[src/rtl/fetch_addr_gen_pkg.sv]
// Shared definitions for the fetch PC generator: FSM state encoding,
// instruction size and PC alignment helper.
package fetch_addr_gen_pkg;

  typedef enum logic [2:0] {
    S_INIT       = 3'd0,
    S_SEARCH     = 3'd1,
    S_WAIT       = 3'd2,
    S_REQ        = 3'd3,
    S_DRAIN      = 3'd4,
    S_DRAIN_LATE = 3'd5
  } state_t;

  localparam logic [31:0] INST_SIZE     = 32'd4;
  localparam logic [31:0] PC_ALIGN_MASK = 32'hFFFF_FFFC;

  // Force a word-aligned PC.
  function automatic logic [31:0] alignPc(input logic [31:0] addr);
    return addr & PC_ALIGN_MASK;
  endfunction

endpackage

[src/rtl/fetch_addr_gen_timer.sv]
// Predictor search timeout counter: cleared while a search is issued,
// counts while a response is awaited, saturates once expired.
module fetch_addr_gen_timer #(
  parameter int unsigned P_TIMEOUT = 4
) (
  input  logic iCLOCK,
  input  logic inRESET,
  input  logic iCLEAR,
  input  logic iENABLE,
  output logic oEXPIRED
);

  localparam logic [7:0] LIMIT = 8'(P_TIMEOUT);

  logic [7:0] count;

  assign oEXPIRED = (count >= LIMIT);

  // Count wait cycles; hold once the limit is reached.
  always_ff @(posedge iCLOCK or negedge inRESET) begin
    if (!inRESET) begin
      count <= '0;
    end else if (iCLEAR) begin
      count <= '0;
    end else if (iENABLE && !oEXPIRED) begin
      count <= count + 8'd1;
    end
  end

endmodule

[src/rtl/fetch_addr_gen.sv]
// Fetch-side PC generator: searches the branch predictor once per PC,
// emits a fetch request carrying the prediction, and follows execute
// redirects. Optional performance counters under FETCH_ADDR_GEN_PERF_COUNTER_EN.
module fetch_addr_gen
  import fetch_addr_gen_pkg::*;
#(
  parameter logic [31:0] P_RESET_VECTOR   = 32'h0000_0000,
  parameter int unsigned P_SEARCH_TIMEOUT = 4
) (
  input  logic        iCLOCK,
  input  logic        inRESET,
  output logic        oBP_SEARCH_STB,
  output logic [31:0] oBP_SEARCH_INST_ADDR,
  input  logic        iBP_SEARCH_VALID,
  input  logic        iBP_SEARCH_HIT,
  input  logic        iBP_SEARCH_PREDICT_BRANCH,
  input  logic [31:0] iBP_SEARCH_ADDR,
  input  logic        iJUMP_STB,
  input  logic [31:0] iJUMP_ADDR,
  output logic        oFETCH_REQ,
  output logic [31:0] oFETCH_ADDR,
  output logic        oFETCH_PREDICT,
  output logic [31:0] oFETCH_PREDICT_ADDR,
  input  logic        iFETCH_BUSY,
  output logic [31:0] oPERF_TAKEN_CNT,
  output logic [31:0] oPERF_REDIRECT_CNT
);

  state_t      state, stateNext;
  logic [31:0] pc, pcNext;
  logic        stbNext;
  logic [31:0] searchAddrNext;
  logic        reqNext;
  logic [31:0] fetchAddrNext;
  logic        predictNext;
  logic [31:0] predictAddrNext;
  logic        timerClear, timerEnable, timerExpired;
  logic        outstanding;

  fetch_addr_gen_timer #(
    .P_TIMEOUT(P_SEARCH_TIMEOUT)
  ) u_timer (
    .iCLOCK  (iCLOCK),
    .inRESET (inRESET),
    .iCLEAR  (timerClear),
    .iENABLE (timerEnable),
    .oEXPIRED(timerExpired)
  );

  // State register.
  always_ff @(posedge iCLOCK or negedge inRESET) begin
    if (!inRESET) state <= S_INIT;
    else          state <= stateNext;
  end

  // Next-state, next-PC mux and next values of all registered outputs.
  always_comb begin
    stateNext       = state;
    pcNext          = pc;
    stbNext         = 1'b0;
    searchAddrNext  = oBP_SEARCH_INST_ADDR;
    reqNext         = oFETCH_REQ;
    fetchAddrNext   = oFETCH_ADDR;
    predictNext     = oFETCH_PREDICT;
    predictAddrNext = oFETCH_PREDICT_ADDR;
    timerClear      = 1'b0;
    timerEnable     = 1'b0;
    outstanding     = 1'b0;

    unique case (state)
      S_INIT: begin
        stateNext      = S_SEARCH;
        stbNext        = 1'b1;
        searchAddrNext = pc;
      end
      S_SEARCH: begin
        timerClear = 1'b1;
        stateNext  = S_WAIT;
      end
      S_WAIT: begin
        timerEnable = 1'b1;
        if (iBP_SEARCH_VALID) begin
          predictNext     = iBP_SEARCH_HIT && iBP_SEARCH_PREDICT_BRANCH;
          predictAddrNext = predictNext ? alignPc(iBP_SEARCH_ADDR) : '0;
          reqNext         = 1'b1;
          fetchAddrNext   = pc;
          stateNext       = S_REQ;
        end else if (timerExpired) begin
          predictNext     = 1'b0;
          predictAddrNext = '0;
          reqNext         = 1'b1;
          fetchAddrNext   = pc;
          stateNext       = S_DRAIN_LATE;
        end
      end
      S_REQ, S_DRAIN_LATE: begin
        if (!iFETCH_BUSY) begin
          pcNext         = oFETCH_PREDICT ? oFETCH_PREDICT_ADDR : pc + INST_SIZE;
          reqNext        = 1'b0;
          stbNext        = 1'b1;
          searchAddrNext = pcNext;
          stateNext      = S_SEARCH;
        end
      end
      S_DRAIN: begin
        timerEnable = 1'b1;
        if (iBP_SEARCH_VALID || timerExpired) begin
          stbNext        = 1'b1;
          searchAddrNext = pc;
          stateNext      = S_SEARCH;
        end
      end
      default: stateNext = S_INIT;
    endcase

    // Redirect overrides everything above; a search still unresolved after
    // this cycle must be drained before the jump target can be searched.
    if (iJUMP_STB && state != S_INIT) begin
      outstanding = (state == S_SEARCH) ||
                    ((state == S_WAIT || state == S_DRAIN) &&
                     !iBP_SEARCH_VALID && !timerExpired);
      pcNext  = alignPc(iJUMP_ADDR);
      reqNext = 1'b0;
      if (outstanding) begin
        stbNext   = 1'b0;
        stateNext = S_DRAIN;
      end else begin
        stbNext        = 1'b1;
        searchAddrNext = pcNext;
        stateNext      = S_SEARCH;
      end
    end
  end

  // Registered PC and outputs.
  always_ff @(posedge iCLOCK or negedge inRESET) begin
    if (!inRESET) begin
      pc                   <= P_RESET_VECTOR;
      oBP_SEARCH_STB       <= 1'b0;
      oBP_SEARCH_INST_ADDR <= P_RESET_VECTOR;
      oFETCH_REQ           <= 1'b0;
      oFETCH_ADDR          <= P_RESET_VECTOR;
      oFETCH_PREDICT       <= 1'b0;
      oFETCH_PREDICT_ADDR  <= '0;
    end else begin
      pc                   <= pcNext;
      oBP_SEARCH_STB       <= stbNext;
      oBP_SEARCH_INST_ADDR <= searchAddrNext;
      oFETCH_REQ           <= reqNext;
      oFETCH_ADDR          <= fetchAddrNext;
      oFETCH_PREDICT       <= predictNext;
      oFETCH_PREDICT_ADDR  <= predictAddrNext;
    end
  end

`ifdef FETCH_ADDR_GEN_PERF_COUNTER_EN
  logic accepted;
  assign accepted = (state == S_REQ || state == S_DRAIN_LATE) && !iFETCH_BUSY;

  // Wrapping counters of accepted taken predictions and redirect cycles.
  always_ff @(posedge iCLOCK or negedge inRESET) begin
    if (!inRESET) begin
      oPERF_TAKEN_CNT    <= '0;
      oPERF_REDIRECT_CNT <= '0;
    end else begin
      if (accepted && oFETCH_PREDICT) oPERF_TAKEN_CNT <= oPERF_TAKEN_CNT + 32'd1;
      if (iJUMP_STB) oPERF_REDIRECT_CNT <= oPERF_REDIRECT_CNT + 32'd1;
    end
  end
`else
  assign oPERF_TAKEN_CNT    = '0;
  assign oPERF_REDIRECT_CNT = '0;
`endif

endmodule

[config.mk]
export PLATFORM = sky130hd
export DESIGN_NAME = fetch_addr_gen
export DESIGN_NICKNAME = d
export VERILOG_FILES = /design/src/rtl/fetch_addr_gen_pkg.sv /design/src/rtl/fetch_addr_gen_timer.sv /design/src/rtl/fetch_addr_gen.sv
export SDC_FILE = /design/constraint.sdc
export NUM_CORES = 1
export LEC_CHECK = 0
export CORE_AREA = 2 2 118 143
export CTS_BUF_LIST = sky130_fd_sc_hd__clkbuf_4
export DETAILED_ROUTE_END_ITERATION = 10
export DIE_AREA = 0 0 120 145
export GPL_TIMING_DRIVEN = 0
export PLACE_DENSITY = 0.79
export SETUP_SLACK_MARGIN = 0.3
export SYNTH_ARGS = -nofsm -noshare
export SYNTH_HDL_FRONTEND = slang
export SYNTH_SLANG_ARGS = --single-unit
[constraint.sdc]
create_clock -name iCLOCK -period 2.7 [get_ports iCLOCK]
set_clock_uncertainty 0.05 [all_clocks]
set_input_delay 0.675 -clock iCLOCK [delete_from_list [all_inputs] [get_ports iCLOCK]]
set_output_delay 0.675 -clock iCLOCK [all_outputs]
set_load 0.05 [all_outputs]
Word-level counts from Yosys, hierarchy flattened
Cells that the tools add are included.

storage, ports and cells
  logic and storage cells = 80
  output and inout bits = 163
  bits in registers = 142
  bits of input ports = 71

operators by class
  mux-type cells = 37
  magnitude comparators = 1
  reductions and logical operators = 22
  equality and inequality tests = 9
  $add $sub $neg = 2

operator list
  cell                                                                number
  2-to-1 mux 32 bit                                                   13
  case mux 32 bit (3 select lines)                                    1
  adder 32 x 3 -> 32 bit (second input constant)                      1
  2-to-1 mux 3 bit                                                    6
  2-to-1 mux 8 bit                                                    2
  case mux 3 bit (5 select lines)                                     1
  2-to-1 mux 1 bit                                                    12
  adder 8 x 1 -> 8 bit (second input constant)                        1
  greater-or-equal comparator 8 x 3 -> 1 bit (second input constant)  1
  equality test 3 x 2 -> 1 bit (second input constant)                2
  equality test 3 bit (second input constant)                         2
  inequality test 3 bit (second input constant)                       2
  AND reduction 3 bit                                                 2
  nonzero test 2 bit                                                  3
  nonzero test 3 bit                                                  2
  logical AND 1 bit                                                   5
  inequality test 4 bit (second input constant)                       1
  AND reduction 2 bit                                                 2
  OR reduction 2 bit                                                  2
  equality test 3 x 1 -> 1 bit (second input constant)                1
  zero test 3 bit                                                     1
  logical OR 1 bit                                                    3
  case mux 1 bit (3 select lines)                                     1
  zero test 1 bit                                                     2
  other kinds (2)                                                     2

Logic depth before layout (Yosys ltp)
  depth after elaboration = 7
  gate-level depth with buffers = 9
  depth with buffers taken out = 7

By module
Synthesis repeated with hierarchy kept, for this count alone.

unflattened totals
  cell total of the unflattened synthesis = 888
  area, all modules = 7,736.2 µm²

modules (own cells, without submodules)
  module                seq. area each (µm²)  cells an instance  area each (µm²)  instances
  fetch_addr_gen        3,303.2               858                7,377.1          1
  fetch_addr_gen_timer  200.2                 30                 359.1            1

Worst setup path before layout
Ideal clock, no wire load.

  path type = input to register
  start point = in iBP_SEARCH_VALID
  end point = reg oBP_SEARCH_INST_ADDR[24]
  stages on the path = 6
  slack = 0.439 ns
  arrival time = 2.085 ns
  library setup time = 0.126 ns
  required time = 2.524 ns
  buffers on the path = 1
  cells stage by stage = nor3_1 > a31oi_1 > a31o_2 > buf_2 > a221o_1 > o32a_1

between the ends
  longest elaborated chain between the ends = 6
  elaborated cells on any way between the ends = 9
  classes of those cells = 4 x mux; 5 x reduce/logical

RTL lines
  what                                                                       RTL line               source
  start: declaration                                                         fetch_addr_gen.sv:14   input logic iBP_SEARCH_VALID,
  parallel branches: the longest is 5 deep, another holds 2-to-1 mux 32 bit  --
  2-to-1 mux 32 bit *                                                        fetch_addr_gen.sv:118  if (iJUMP_STB && state != S_INIT) begin
  named net searchAddrNext[24]                                               fetch_addr_gen.sv:32   logic [31:0] searchAddrNext;
  end signal: assignment                                                     fetch_addr_gen.sv:148  oBP_SEARCH_INST_ADDR <= searchAddrNext;
  end: declaration                                                           fetch_addr_gen.sv:13   output logic [31:0] oBP_SEARCH_INST_ADDR,

Mark *: on every way through the listed nets, which the timed path passes.
A chain may end at the register's enable or synchronous reset.

Worst setup path in the final report
  start point = reg state[0]
  end point = reg oBP_SEARCH_INST_ADDR[8]

between the ends
  longest elaborated chain between the ends = 7
  elaborated cells on any way between the ends = 16
  classes of those cells = 5 x eq/ne; 3 x mux; 8 x reduce/logical

RTL lines
  what                                                                                      RTL line               source
  start: declaration                                                                        fetch_addr_gen.sv:29   state_t state, stateNext;
  start signal: assignment                                                                  fetch_addr_gen.sv:53   else state <= stateNext;
  parallel branches: the longest is 6 deep, another holds case mux 32 bit (3 select lines)  --
  2-to-1 mux 32 bit *                                                                       fetch_addr_gen.sv:118
  named net searchAddrNext[8]                                                               fetch_addr_gen.sv:32

Marks and branches as above.

==> metrics.md <==
| Metric | Value |
|---|---|
| Number of different library cells in the post-synthesis netlist | 73 |
| Number of antenna-violating nets in the routed design | 0 |
| DRT Pass-1 Iters | 6 |
| Mean instance size in the synthesized netlist | 9.70 um2 |
| Leakage power | 4.85 nW |
| Cell area reported after detailed placement | 0.00990 mm2 |
| Synthesized netlist cell count | 797 |
| Max-cap violations | 0 |
| Number of failing setup endpoints in the final timing report | 0 |
| Nature of the critical path startpoint | flip-flop |
| Fraction of final layout cells with drive strength greater than 1 | 20.0% |
| Cell Area, Synth | 0.00773 mm2 |
| Most frequent cells after synthesis | sky130_fd_sc_hd__dfrtp_1 (140), sky130_fd_sc_hd__buf_4 (68), sky130_fd_sc_hd__o21ai_0 (66) |
| Number of design-rule violations left by the first detailed-router iteration | 844 |
| Boundary pin count | 234 |
| Std-Cell Rows | 51 |
| Starting density of the core | 48.3% |
| Actual slew at the worst max-slew pin | 0.756 ns |
| Post-route DRC violation count | 0 |
| Worst skew pair latency | 0.59 ns |
| Final critical path time including I/O delays and setup | 2.35 ns |
| Avg Vias per Cell | 5.80 |
| CTS tree | done |
| Deepest clock path buffer count | 2 |
| Area used by multi-input combinational logic | 0.00371 mm2 |
| Most area-hungry cell type in the Yosys netlist | sky130_fd_sc_hd__dfrtp_1 |
| Kind of path behind the tightest hold check | flip-flop to flip-flop |
| Final hold violations | 0 |
| Share of Yosys cell area claimed by the top area cell type | 45.3% |
| Run status | complete, no violations |
| Routability-driven placement congestion ratio | 0.955 |
| Flip-flop and latch count after synthesis | 140 |
| Worst Hold Launch | oFETCH_ADDR[12]$_DFFE_PN0P_ |
| Area of the core | 0.0160 mm2 |
| Via count of the first global-routing pass | 7,136 |
| Number of nets in the layout | 1,130 |
| Floorplan die area | 0.0174 mm2 |
| Yosys warns | 0 |
| Critical path data arrival time | 2.82 ns |
| Number of port buffers | 163 |
| Vertical die dimension | 145 um |
| Initial antenna violation count | 1 |
| Layout area overhead | 33.3% |
| Worst slew margin | 49.6% |
| Number of CTS-inserted buffers | 17 |
| Launch point of the worst path | state[0]$_DFFE_PN0P_ |
| Pin count of the biggest net entering global routing | 89 |
| Max-slew violation count | 0 |
| Dominant cell by count in the synthesized netlist | sky130_fd_sc_hd__dfrtp_1 |
| Final sum of negative setup slack | 0 ns |
| Layout fillers | 1,436 |
| Non-Filler Cell Area, Final | 0.0103 mm2 |
| Clock Sink Count | 140 |
| Max frequency | 425 MHz |
| Root buffer cell | sky130_fd_sc_hd__clkbuf_4 |
| Sequential-to-total area share from yosys stat | 45.3% |
| RSZ-0062 raised after global routing | yes |
| Maximum fanout along the worst path | 10 |
| Number of synthesized flops with an enable pin | 0 |
| Leading post-synthesis cells by cell area | sky130_fd_sc_hd__dfrtp_1 (45%), sky130_fd_sc_hd__buf_4 (6.6%), sky130_fd_sc_hd__mux2_2 (4.7%) |
| Critical setup path kind | flip-flop to flip-flop |
| Required arrival time at the worst endpoint | 3.16 ns |
| Worst VDD drop | 0.806 mV |
| Period utilisation layout | 87.2% |
| Final routed wire length divided by cell count | 20.5 um |
| Cell Pwr Density | 1330 mW/mm2 |
| Dpl hpwl | 18.8 mm |
| Share of async-settable or async-resettable flops after synthesis | 100% |
| Kind of end point of the critical path | flip-flop |
| Die width | 120 um |
| Global-route congestion overflow total | 0 |
| Total routed wirelength | 26.3 mm |
| Storage element area | 0.00350 mm2 |
| Worst slack at placement | -0.815 ns |
| Startpoint of the worst-slack reg-to-reg timing path | state[0]$_DFFE_PN0P_ |
| Combined global-route utilization of all metal layers | 30.6% |
| Clock-pin transition on the worst setup and hold timing paths | 0.13 ns |
| Vias | 7,437 |
| Number of levels the H-tree was split into | 4 |
| Worst setup slack after layout | 0.345 ns |
| Prevailing post-synth register cell | sky130_fd_sc_hd__dfrtp_1 |
| First-pass GRT wire length | 40.6 mm |
==> where the power goes <==
part / switching, mW / internal, mW / total (mW)
Combinational: 5.76 / 2.68 / 8.44
Sequential: 0.860 / 3.03 / 3.89
Clock: 0.864 / 0.488 / 1.35
==> routing by layer <==
| metal | global-route usage, % | up-vias | share of wire, % |
|---|---|---|---|
| met5 | 0 | - | 0 |
| met4 | 15.7 | 0 | 4.9 |
| met3 | 6.25 | 95 | 9.6 |
| met2 | 49.7 | 504 | 48 |
| met1 | 38.3 | 3530 | 37 |
| li1 | - | 3308 | - |
==> registers in the layout, summed over array words and instances, names as in the netlist <==
name                  count
oFETCH_PREDICT            1
oFETCH_PREDICT_ADDR      30
u_timer.count             8
oBP_SEARCH_STB            1
state                     3
oFETCH_REQ                1
oBP_SEARCH_INST_ADDR     32
pc                       32
oFETCH_ADDR              32
==> cell usage in the layout, fill, tap and decap left out, drive strengths merged, types with 6 or more instances in the layout <==
master         instances
dfrtp                140
dlygate4sd2           95
buf                   95
o21ai                 67
conb                  66
clkdlybuf4s50         64
nor2                  63
clkbuf                63
a21oi                 56
nand2                 56
a22o                  34
mux2                  32
nand3                 20
a221oi                20
a31oi                 17
nor3                  16
inv                   13
nand4                 12
xnor2                 12
a22oi                 10
a21o                   8
or3                    7
and2                   7
xor2                   6
o22ai                  6
==> through the flow <==
stage | cells | util (%) | hold slack [ns] | power, mW
2_1_floorplan | 862 | - | 0.329 | 9.50
5_1_grt | 1282 | 64.3 | 0.479 | 14.3
6_report | 1282 | 64.3 | 0.464 | 13.7
3_3_place_gp | 1237 | 61.6 | 0.417 | 12.3
4_1_cts | 1273 | 63.6 | 0.467 | 13.5
3_5_place_dp | 1238 | 61.8 | 0.443 | 12.5
==> area by class of cell <==
cell class | count | share of cell area (%)
Clock buffer | 18 | 1.31
Timing Repair Buffer | 175 | 15.8
Sequential cell | 140 | 34.0
Inverter | 7 | 0.292
Multi-Input combinational cell | 586 | 36.0
Antenna cell | 1 | 0.0243
Clock inverter | 14 | 1.32
Buffer | 129 | 8.65
Tap cell | 212 | 2.58
==> path summary, 6_finish.rpt <==
kind	endpoint	slack [ns]	cells past startpoint
max reg2reg	oBP_SEARCH_INST_ADDR[8]$_DFF_PN0_	0.35	7
min reg2reg	oFETCH_ADDR[12]$_DFFE_PN0P_	0.46	1
min in group asynchronous	oBP_SEARCH_INST_ADDR[9]$_DFF_PN0_	0.52	2
max	oBP_SEARCH_INST_ADDR[8]$_DFF_PN0_	0.35	7
max in group asynchronous	oFETCH_PREDICT_ADDR[25]$_DFFE_PN0P_	1.24	3
min	oFETCH_ADDR[12]$_DFFE_PN0P_	0.46	1
==> logic make-up (layout without fill, tap and decap cells) <==
group | after synthesis | in the layout | share of synthesized area, %
xor+xnor | 18 | 18 | 2.14
fa+ha+maj | 3 | 3 | 0.486
compound gates | 260 | 260 | 22.5
flops | 140 | 140 | 45.3
other cells | 1 | 67 | 0.0485
simple gates | 205 | 205 | 13.4
mux | 34 | 34 | 4.92
buf+inv | 136 | 343 | 11.2
==> critical path, cell delays in order, from the launching register on <==
cell and delay, ns:
sky130_fd_sc_hd__dfrtp_1 0.36, sky130_fd_sc_hd__clkbuf_4 0.21, sky130_fd_sc_hd__clkinvlp_4 0.17, sky130_fd_sc_hd__nor3_4 0.39
sky130_fd_sc_hd__buf_2 0.34, sky130_fd_sc_hd__buf_2 0.34, sky130_fd_sc_hd__o211ai_1 0.18, sky130_fd_sc_hd__a31oi_1 0.23
==> repair_timing <==
item,in CTS,in global routing
pin swaps,3,6
hold buffers,1,0
endpoints found under the setup margin,214,79
hold endpoints to repair,52,0
gates resized for setup,128,37
setup buffers,2,8
Power figures use the tool's default switching activity.
